<file path="config.mk">
export PLATFORM = sky130hd
export DESIGN_NAME = seq_serializer
export DESIGN_NICKNAME = d
export VERILOG_FILES = /design/src/rtl/seq_serializer.sv
export SDC_FILE = /design/constraint.sdc
export NUM_CORES = 1
export LEC_CHECK = 0
export ABC_AREA = 0
export CORE_MARGIN = 2
export CORE_UTILIZATION = 48
export DETAILED_ROUTE_END_ITERATION = 12
export PLACE_DENSITY_LB_ADDON = 0.08
export SLEW_MARGIN = 20
export SYNTH_ARGS = -nofsm -noshare
export SYNTH_HDL_FRONTEND = slang
export SYNTH_SLANG_ARGS = --single-unit
</file>
<file path="constraint.sdc">
create_clock -name clk -period 1.9 [get_ports clk]
set_clock_uncertainty 0.15 [all_clocks]
set_input_delay 0.38 -clock clk [delete_from_list [all_inputs] [get_ports clk]]
set_output_delay 0.38 -clock clk [all_outputs]
set_load 0.005 [all_outputs]
</file>
<file path="src/rtl/seq_serializer.sv">
// LSB-first serializer: loads a word on start, shifts out up to WIDTH bits with
// receiver back-pressure, then pulses done for one cycle before returning to idle.
module seq_serializer #(
  parameter int WIDTH = 32
) (
  input  logic             clk,
  input  logic             rst,
  input  logic             start,
  input  logic [WIDTH-1:0] data,
  input  logic [5:0]       nbits,
  input  logic             hold,
  output logic             dout,
  output logic             dout_valid,
  output logic             busy,
  output logic             done
);

  localparam logic [1:0] ST_IDLE  = 2'd0;
  localparam logic [1:0] ST_SHIFT = 2'd1;
  localparam logic [1:0] ST_DONE  = 2'd2;
  localparam logic [5:0] WIDTH_L  = 6'(WIDTH);

  // Bit 0 lives in dout_r, so the shift register only keeps the remaining upper bits.
  logic [1:0]       state_r, state_s;
  logic [WIDTH-2:0] shift_r, shift_s;
  logic [5:0]       cnt_r, cnt_s, len_s;
  logic             dout_r, dout_s;
  logic             valid_r, valid_s;
  logic             busy_r, busy_s;
  logic             done_r, done_s;

  // Effective frame length: zero or oversize requests fall back to a full word.
  always_comb begin
    if ((nbits == 6'd0) || (nbits > WIDTH_L)) begin
      len_s = WIDTH_L;
    end else begin
      len_s = nbits;
    end
  end

  // Next-state and next-output computation for the IDLE/SHIFT/DONE sequence.
  always_comb begin
    state_s = state_r;
    shift_s = shift_r;
    cnt_s   = cnt_r;
    dout_s  = dout_r;
    valid_s = valid_r;
    busy_s  = busy_r;
    done_s  = 1'b0;
    case (state_r)
      ST_IDLE: begin
        if (start) begin
          state_s = ST_SHIFT;
          shift_s = data[WIDTH-1:1];
          cnt_s   = len_s;
          dout_s  = data[0];
          valid_s = 1'b1;
          busy_s  = 1'b1;
        end else begin
          dout_s  = 1'b0;
          valid_s = 1'b0;
          busy_s  = 1'b0;
        end
      end
      ST_SHIFT: begin
        if (hold) begin
          state_s = ST_SHIFT;
        end else if (cnt_r == 6'd1) begin
          state_s = ST_DONE;
          shift_s = {(WIDTH-1){1'b0}};
          cnt_s   = 6'd0;
          dout_s  = 1'b0;
          valid_s = 1'b0;
          done_s  = 1'b1;
        end else begin
          shift_s = shift_r >> 1'b1;
          cnt_s   = cnt_r - 6'd1;
          dout_s  = shift_r[0];
        end
      end
      ST_DONE: begin
        state_s = ST_IDLE;
        dout_s  = 1'b0;
        valid_s = 1'b0;
        busy_s  = 1'b0;
      end
      default: begin
        state_s = ST_IDLE;
        shift_s = {(WIDTH-1){1'b0}};
        cnt_s   = 6'd0;
        dout_s  = 1'b0;
        valid_s = 1'b0;
        busy_s  = 1'b0;
      end
    endcase
  end

  // State and output registers; reset wins over every other input.
  always_ff @(posedge clk) begin
    if (rst) begin
      state_r <= ST_IDLE;
      shift_r <= {(WIDTH-1){1'b0}};
      cnt_r   <= 6'd0;
      dout_r  <= 1'b0;
      valid_r <= 1'b0;
      busy_r  <= 1'b0;
      done_r  <= 1'b0;
    end else begin
      state_r <= state_s;
      shift_r <= shift_s;
      cnt_r   <= cnt_s;
      dout_r  <= dout_s;
      valid_r <= valid_s;
      busy_r  <= busy_s;
      done_r  <= done_s;
    end
  end

  assign dout       = dout_r;
  assign dout_valid = valid_r;
  assign busy       = busy_r;
  assign done       = done_r;

endmodule

</file>
Word-level counts from Yosys, hierarchy flattened
Cells that the tools add are included.
Operators by class
  add/subtract/negate cells: 1
  $lt $le $gt $ge: 1
  equal/unequal tests: 7
  multiplexer cells: 23
  bitwise gates (word level): 2
  reductions and logical operators: 7
Operators with widths (count)
  31-bit one-hot mux with 3 select lines: 1
  31-bit 2-to-1 mux: 2
  30-bit 2-to-1 mux: 1
  6-bit 2-to-1 mux: 4
  6-bit one-hot mux with 3 select lines: 1
  1-bit 2-to-1 mux: 7
  6-bit by 1-bit == test with 1-bit output (second input constant): 1
  6-bit > comparator (second input constant): 1
  6-bit logical NOT: 1
  2-bit 2-to-1 mux: 3
  2-bit != test (second input constant): 3
  1-bit one-hot mux with 2 select lines: 3
  6-bit by 1-bit subtractor with 6-bit output (second input constant): 1
  2-bit one-hot mux with 2 select lines: 1
  2-bit AND reduction: 2
  3-bit != test (second input constant): 1
  3-bit AND reduction: 1
  3-bit OR reduction: 1
  2-bit by 1-bit == test with 1-bit output (second input constant): 1
  2-bit == test (second input constant): 1
  2-bit logical NOT: 1
  1-bit NOT: 2
  1-bit logical OR: 1
Word-level totals
  flip-flop bits (word level): 43
  input bits: 42

Logic depth before layout (Yosys ltp)
Gate-level depths: netlist (run 1).
  depth after elaboration: 5
  mapped depth: 7
  gate-level depth less buffers: 6

Worst setup path after synthesis (run 1)
No wires, ideal clock.
  path type: input -> register
  start: in rst
  end: reg shift_r[2]
  data arrival time: 1502 ps
  setup slack: 189 ps
  stages: 6
  path buffers: 2
  cells stage by stage: buf_2 or4b_4 a21oi_4 buf_6 a222oi_1 inv_1
RTL lines
  start: declaration: RTL line 7  | input logic rst,
  end signal: assignment: RTL line 102  | shift_r <= {(WIDTH-1){1'b0}};
  end signal: assignment: RTL line 110  | shift_r <= shift_s;
  end: declaration: RTL line 25  | logic [WIDTH-2:0] shift_r, shift_s;

Worst setup path in the final report (run 1)
  start: in hold
  end: reg shift_r[16]
On the way
  word-level cells in the longest chain between the ends: 2
Ends and longest elaborated chain
  start: declaration: RTL line 11  | input logic hold,
  2-bit != test (no line)
  3-bit AND reduction (no line)
No other way between the ends.
A chain may end at the register's enable or synchronous reset.

==> results.py, run 1 <==
metrics = {
    "run_status": {
        "status": "complete, no violations",
    },
    "placed_design": {
        "port_buffers": 45,
        "gp_congestion": 0.975,
        "dp_cells": 289,
        "dp.final_hpwl_mm": 3.26,
    },
    "timing": {
        "whs_ps": 320,
        "finalCritPeriodShare_pct": 96.3,
        "rsz0062_at_grt": "false",
        "hold_viol": 0,
        "final-setup-viol-count": 0,
        "relSlewSlack_pct": 68.3,
        "fmax_ghz": 0.547,
        "period_minus_slack_ps": 1830,
        "finalMaxSlewViolations": 0,
        "tightest_slew_ps": 473,
    },
    "routing": {
        "ant_nets": 0,
        "drc": 0,
        "via_per_inst": 5.83,
        "firstDrtPassIters": 6,
        "num_vias": 1732,
        "drt-wirelength-per-cell_um": 15.1,
        "drt-total-wl_mm": 4.47,
        "drt_iter0_drc": 206,
    },
    "clocking": {
        "cts_root_buffer": "clkbuf_8",
        "ctsLongestPathBuffers": 2,
        "cts_setup_buffers": 0,
        "cts_max_level": 2,
        "clock_latency_ps": 290,
        "cts_tree": "yes",
        "cts_made_buffers": 5,
        "holdBufCountCts": 0,
        "cts.clk_slew.worst_paths_ps": 80,
        "cts_sinks": 43,
    },
    "pwr": {
        "irDropWorstVdd_v": 0.000481,
        "p_int_w": 0.00147,
        "power_frac_clock_pct": 30.2,
        "swShare_pct": 26.2,
        "p_leak_nw": 1.13,
        "pwr-share-comb_pct": 18.9,
        "power_switching_w": 0.000522,
        "p_seq_share_pct": 50.8,
        "p_per_area_nw_per_um2": 783,
        "p_total_w": 0.00199,
    },
    "cells_and_area": {
        "stdcell_count": 297,
        "multiInputGateArea_um2": 791,
        "area_growth_syn_to_layout_pct": 37.3,
        "fin_nets": 292,
        "fillerInstances": 306,
        "antennaDiodeCount": 0,
        "regArea_um2": 861,
        "drive_above_1_share_pct": 12.4,
    },
    "hold_path": {
        "whs_path_depth": 2,
        "hold_start": "shift_r[28]$_SDFFE_PP0P_",
        "hp-class": "reg2reg",
        "hold_path_end": "shift_r[27]$_SDFFE_PP0P_",
    },
    "setup_path": {
        "crit_chain": "clkdlybuf4s50_1 -> or4b_4 -> a21oi_4 -> buf_12 -> a222oi_1 -> inv_1",
        "crit_path_start": "hold",
        "worst_setup_path_start_kind": "input port",
        "r2r_setup_slack_ps": 100,
        "regToRegEndpoint": "cnt_r[2]$_SDFFE_PP0P_",
        "worstSetupPathType": "in2reg",
        "cp.arrival_ps": 1930,
        "worst_path_max_delay_cell": "or4b_4",
        "path_max_fanout": 31,
        "rr_startpoint": "cnt_r[1]$_SDFFE_PP0P_",
        "end_kind": "flip-flop",
        "cp_slowest_stage_delay_ps": 560,
        "worst_r2r_path_depth": 6,
        "cp_data_required_time_ps": 2000,
    },
    "die": {
        "start_util_pct": 50.3,
        "fp-row-count": 22,
        "pin_count": 46,
        "dieArea_um2": 4380,
        "die_w_um": 66.2,
        "core_um2": 3690,
        "chipHeight_um": 66.2,
    },
    "global_route": {
        "grt_max_degree": 33,
        "grt_antenna_before_repair": 0,
        "grt_pass1_wl_mm": 7.36,
        "grt_use_total_pct": 22.4,
        "overflow": 0,
        "first_global_vias": 1709,
    },
    "synthesis": {
        "async_flop_share_pct": 0,
        "synth_top_family_by_area": "compound AO/OA/AOI/OAI gates",
        "synthXorXnorAreaFrac_pct": 0.472,
        "synth_area_leaders": "dfxtp_1, a222oi_1, inv_1",
        "syn_nets": 237,
        "yosysUniqueCellTypes": 34,
        "synth_compound_area_share_pct": 26.7,
        "synth_top_area_cell": "dfxtp_1",
        "synth-simple-area-share_pct": 13.4,
        "yosysTopAreaCellShare_pct": 46.4,
        "synth_fa_ha_area_share_pct": 1.35,
        "yosysMostFrequentCell": "dfxtp_1",
        "syn_area_um2": 1850,
        "yosys-top-cells-count": "dfxtp_1, inv_1, a222oi_1",
        "synth-edff-count": 0,
        "synth_mux_area_share_pct": 0,
        "ys.flop_type": "dfxtp_1",
        "syn-instance-count": 193,
        "syn_avg_cell_area_um2": 9.61,
        "yosysWarnings": 0,
        "ys_seq_area_share_pct": 46.4,
        "synth_seq_cells": 43,
    },
    "run": {
        "drv_cap": 0,
    },
}
-- cells by family (layout without fill, tap and decap cells) --
| family | after synthesis | after routing |
|---|---|---|
| and+or+nand+nor | 41 | 41 |
| adders and majority gates | 2 | 2 |
| buffers and inverters | 47 | 103 |
| AOI/OAI and AO/OA | 59 | 59 |
| xor gates and xnor gates | 1 | 1 |
| DFF | 43 | 43 |
-- flip-flops by register name (all words and copies together) (netlist names) --
signal / count
state_r: 2
dout_valid: 1
shift_r: 31
cnt_r: 6
done: 1
busy: 1
dout: 1
-- final cells by class --
type	count	share of cell area, %
multi-input cells	103	31.1
repair buffers	61	23.9
clock buffers	6	3.24
flip-flops and latches	43	33.8
clock inverters	2	0.639
inverters	34	5.01
well taps	48	2.36
-- power groups by stage --
| stage | clock, W | sequential (W) | combinational, W |
|---|---|---|---|
| floorplan | 0 | 0.00102 | 0.000198 |
| global placement | 0 | 0.00103 | 0.000359 |
| detailed placement | 0 | 0.00103 | 0.000374 |
| CTS | 0.000622 | 0.00101 | 0.000377 |
| global route | 0.000669 | 0.00102 | 0.000413 |
| finish | 0.000603 | 0.00101 | 0.000377 |
-- stage by stage --
| stage | utilization [%] | TNS (ps) | instance area (µm²) | setup slack [ps] |
|---|---|---|---|---|
| 2_1_floorplan | - | 0 | 1850 | 189 |
| 3_3_place_gp | 66.3 | -6660 | 2440 | -196 |
| 3_5_place_dp | 66.3 | -7320 | 2440 | -250 |
| 4_1_cts | 69.0 | 0 | 2540 | 61.2 |
| 5_1_grt | 69.0 | 0 | 2550 | 2.32 |
| 6_report | 69.0 | 0 | 2550 | 71.0 |
-- critical path: cells and delay by family --
family	cells	cell delay, ps
buffers and inverters	3	730
AOI/OAI and AO/OA	2	240
and+or+nand+nor	1	560
-- metal layers --
layer	GRT usage, %	up-vias	part of all wire, %	wire length (µm)
met4	12.5	0	3.0	132
met3	5.62	12	5.3	236
met1	22.7	823	38	1700
met5	0	-	0	0
met2	41.3	62	54	2410
li1	-	835	-	-
-- worst max path at each step --
stage / slack, ps / to / cells after the start
after CTS: 60 / shift_r[16]$_SDFFE_PP0P_ / 6
after global routing: 2 / cnt_r[2]$_SDFFE_PP0P_ / 5
after floorplan: 190 / shift_r[2]$_SDFFE_PP0P_ / 6
after detailed placement: -250 / shift_r[16]$_SDFFE_PP0P_ / 6
final: 70 / shift_r[16]$_SDFFE_PP0P_ / 6
after global placement: -200 / shift_r[19]$_SDFFE_PP0P_ / 6
-- timing repair --
item,4_1_cts,5_1_grt
setup endpoints to repair,0,8
resized for setup,0,1
hold endpoints to repair,0,0
-- cell usage in the layout (no fill, tap or decap) --
master           instances
clkdlybuf4s50_1         45
dfxtp_1                 43
inv_1                   34
a222oi_1                30
a21oi_1                 13
buf_4                   13
nor2_1                   9
nand2_1                  8
clkbuf_8                 6
nand2b_1                 4
nor3_1                   4
a211oi_1                 4
a22oi_1                  3
o21ai_1                  3
buf_12                   3
nor4bb_1                 2
nand3_1                  2
nand3b_1                 2
nor3b_1                  2
ha_1                     2
nor2b_2                  1
nor3_2                   1
or4b_4                   1
a221oi_4                 1
nand4_1                  1
or4_1                    1
nor4b_4                  1
or2_2                    1
a311oi_1                 1
o211ai_1                 1
a21oi_4                  1
a21boi_0                 1
xor2_1                   1
a31oi_1                  1
or3_1                    1
clkinvlp_4               1
clkinv_4                 1
Power figures use the tool's default switching activity.
==> run 2, diff against run 1 <==
--- a/config.mk
+++ b/config.mk
@@ -7,10 +7,10 @@
 export LEC_CHECK = 0
 export ABC_AREA = 0
 export CORE_MARGIN = 2
-export CORE_UTILIZATION = 48
+export CORE_UTILIZATION = 44
 export DETAILED_ROUTE_END_ITERATION = 12
 export PLACE_DENSITY_LB_ADDON = 0.08
-export SLEW_MARGIN = 20
+export SLEW_MARGIN = 10
 export SYNTH_ARGS = -nofsm -noshare
 export SYNTH_HDL_FRONTEND = slang
 export SYNTH_SLANG_ARGS = --single-unit
==> constraint.sdc (replaced) <==
create_clock -name clk -period 1.55 [get_ports clk]
set_clock_uncertainty 0.15 [all_clocks]
set_input_delay 0.31 -clock clk [delete_from_list [all_inputs] [get_ports clk]]
set_output_delay 0.31 -clock clk [all_outputs]
set_load 0.005 [all_outputs]
==> run 2 against run 1 <==
Against the previous run:
- the run now ends with negative setup slack left
- combinational power is 57% higher
- critical path depth stayed put
- sequential power is 23% higher
- clock-buffer cell count is 1 lower
- register-to-register slack worse by 240 ps
- utilization is 1.2 points higher
- wire length is 17% higher
- cell count is 6.1% higher
- setup slack worse by 210 ps
- sequential share of layout area is 3.2 points lower
- critical path type is now reg2reg
- critical endpoint is now shift_r[0]$_SDFFE_PP0P_
==> results.py, run 2 (synthesis results as in run 1) <==
metrics = {
    "run_status": {
        "status": "complete, but fails checks",
        "violations": "negative setup slack",
    },
    "timing": {
        "setup_ws_ps": -135,
        "final-setup-viol-count": 35,
        "relSlewSlack_pct": 73.6,
        "tightest_slew_ps": 391,
        "whs_ps": 316,
        "period_minus_slack_ps": 1690,
        "hold_viol": 0,
        "finalMaxSlewViolations": 0,
        "fmax_ghz": 0.593,
        "rsz0062_at_grt": "true",
        "finalCritPeriodShare_pct": 109,
    },
    "setup_path": {
        "worstSetupPathType": "reg2reg",
        "cp_data_required_time_ps": 1640,
        "worst_path_max_delay_cell": "or4b_4",
        "end_kind": "flip-flop",
        "path_buf_inv": 3,
        "path_max_fanout": 8,
        "crit_family": "simple AND/OR/NAND/NOR gates",
        "cp_slowest_stage_delay_ps": 550,
        "worst_setup_path_start_kind": "flip-flop",
        "cp.arrival_ps": 1780,
        "crit_chain": "or4b_4 -> a21oi_4 -> buf_6 -> buf_16 -> a222oi_1 -> inv_1",
    },
    "pwr": {
        "p_per_area_nw_per_um2": 885,
        "p_leak_nw": 1.26,
        "irDropWorstVdd_v": 0.000714,
        "p_total_w": 0.00250,
    },
    "die": {
        "die_w_um": 68.9,
        "start_util_pct": 46.0,
        "chipHeight_um": 68.9,
        "dieArea_um2": 4750,
        "pin_count": 46,
        "core_um2": 4030,
        "fp-row-count": 23,
    },
    "routing": {
        "ant_nets": 0,
        "num_vias": 1812,
        "via_per_inst": 5.75,
        "drt-wirelength-per-cell_um": 16.6,
        "firstDrtPassIters": 9,
        "drc": 0,
        "drt_iter0_drc": 211,
        "drt-total-wl_mm": 5.22,
    },
    "cells_and_area": {
        "antennaDiodeCount": 0,
        "largest_reg_flops": 31,
        "fin_area_um2": 2830,
        "top_register": "shift_r",
        "area_growth_syn_to_layout_pct": 52.5,
        "largest_registers": "shift_r: 31 flops, cnt_r: 6 flops, state_r: 2 flops",
        "drive_above_1_share_pct": 27.5,
        "utilization_pct": 70.2,
        "fin_nets": 310,
        "layout_commonest_cell": "dfxtp_1",
        "mostFrequentLayoutCells": "dfxtp_1, clkdlybuf4s50_1, inv_1, a222oi_1, buf_4",
    },
    "run": {
        "drv_cap": 0,
    },
    "clocking": {
        "cts.clk_slew.worst_paths_ps": 80,
        "cts_made_buffers": 5,
        "cts_root_buffer": "clkbuf_8",
        "cts_max_level": 2,
        "cts_tree": "yes",
        "cts_sinks": 43,
        "ctsLongestPathBuffers": 2,
        "clock_latency_ps": 300,
        "holdBufCountCts": 0,
    },
    "global_route": {
        "grt_max_degree": 26,
        "grt_pass1_wl_mm": 8.03,
        "grt_antenna_before_repair": 0,
        "first_global_vias": 1816,
        "grt_use_total_pct": 23.2,
        "overflow": 0,
    },
    "placed_design": {
        "dp_slack_ps": -491,
        "gp_congestion": 0.833,
        "dp.final_hpwl_mm": 3.21,
        "placed_cell_area_um2": 2520,
        "port_buffers": 45,
    },
    "hold_path": {
        "hp-class": "reg2reg",
    },
}
-- run 2: worst paths after layout --
path         slack [ps]                startpoint                       end  cells after the start
min                 320  shift_r[17]$_SDFFE_PP0P_  shift_r[16]$_SDFFE_PP0P_                      2
max                -140   state_r[1]$_SDFFE_PP0P_   shift_r[0]$_SDFFE_PP0P_                      6
max reg2reg        -140   state_r[1]$_SDFFE_PP0P_   shift_r[0]$_SDFFE_PP0P_                      6
min reg2reg         320  shift_r[17]$_SDFFE_PP0P_  shift_r[16]$_SDFFE_PP0P_                      2
-- run 2: through the flow --
stage / TNS [ps] / instances
finish: -2720 / 315
global placement: -16170 / 301
CTS: -2500 / 314
global route: -5170 / 315
floorplan: -2240 / 193
detailed placement: -17920 / 301
-- run 2: cell type report --
| cell class | instances | area (µm²) |
|---|---|---|
| clock buffer | 5 | 68.8 |
| clock inverter | 1 | 7.51 |
| fill | 308 | 1200 |
| inverter | 34 | 128 |
| multi-input combinational | 103 | 907 |
| sequential | 43 | 866 |
| tap | 50 | 62.6 |
| timing repair buffer | 79 | 788 |
-- run 2: layer usage --
metal	vias to the layer above	GRT usage, %	part of all wire [%]
met5	-	0	0
met4	0	13.0	2.4
met3	13	4.71	5.8
met2	63	40.3	53
met1	863	26.4	39
li1	873	-	-
-- run 2: report_power, final --
group / internal [W] / leakage (nW) / switching, W / total (W)
Clock: 0.000299 / 0.0361 / 0.000367 / 0.000666
Combinational: 0.000329 / 0.874 / 0.000265 / 0.000593
Sequential: 0.00119 / 0.355 / 0.0000545 / 0.00124
Total: 0.00182 / 1.26 / 0.000686 / 0.00250
-- run 2: tightest hold or removal path, cell delays in order (launching register included) --
cell and delay [ps]:
dfxtp_1 330, a222oi_1 60, inv_1 50
-- run 2: repair_timing --
item | CTS | global route
buffers inserted | 6 | 1
setup endpoints to repair | 44 | 38
pin swaps | 10 | 11
gates resized for setup | 31 | 17
cloned | 2 | 1
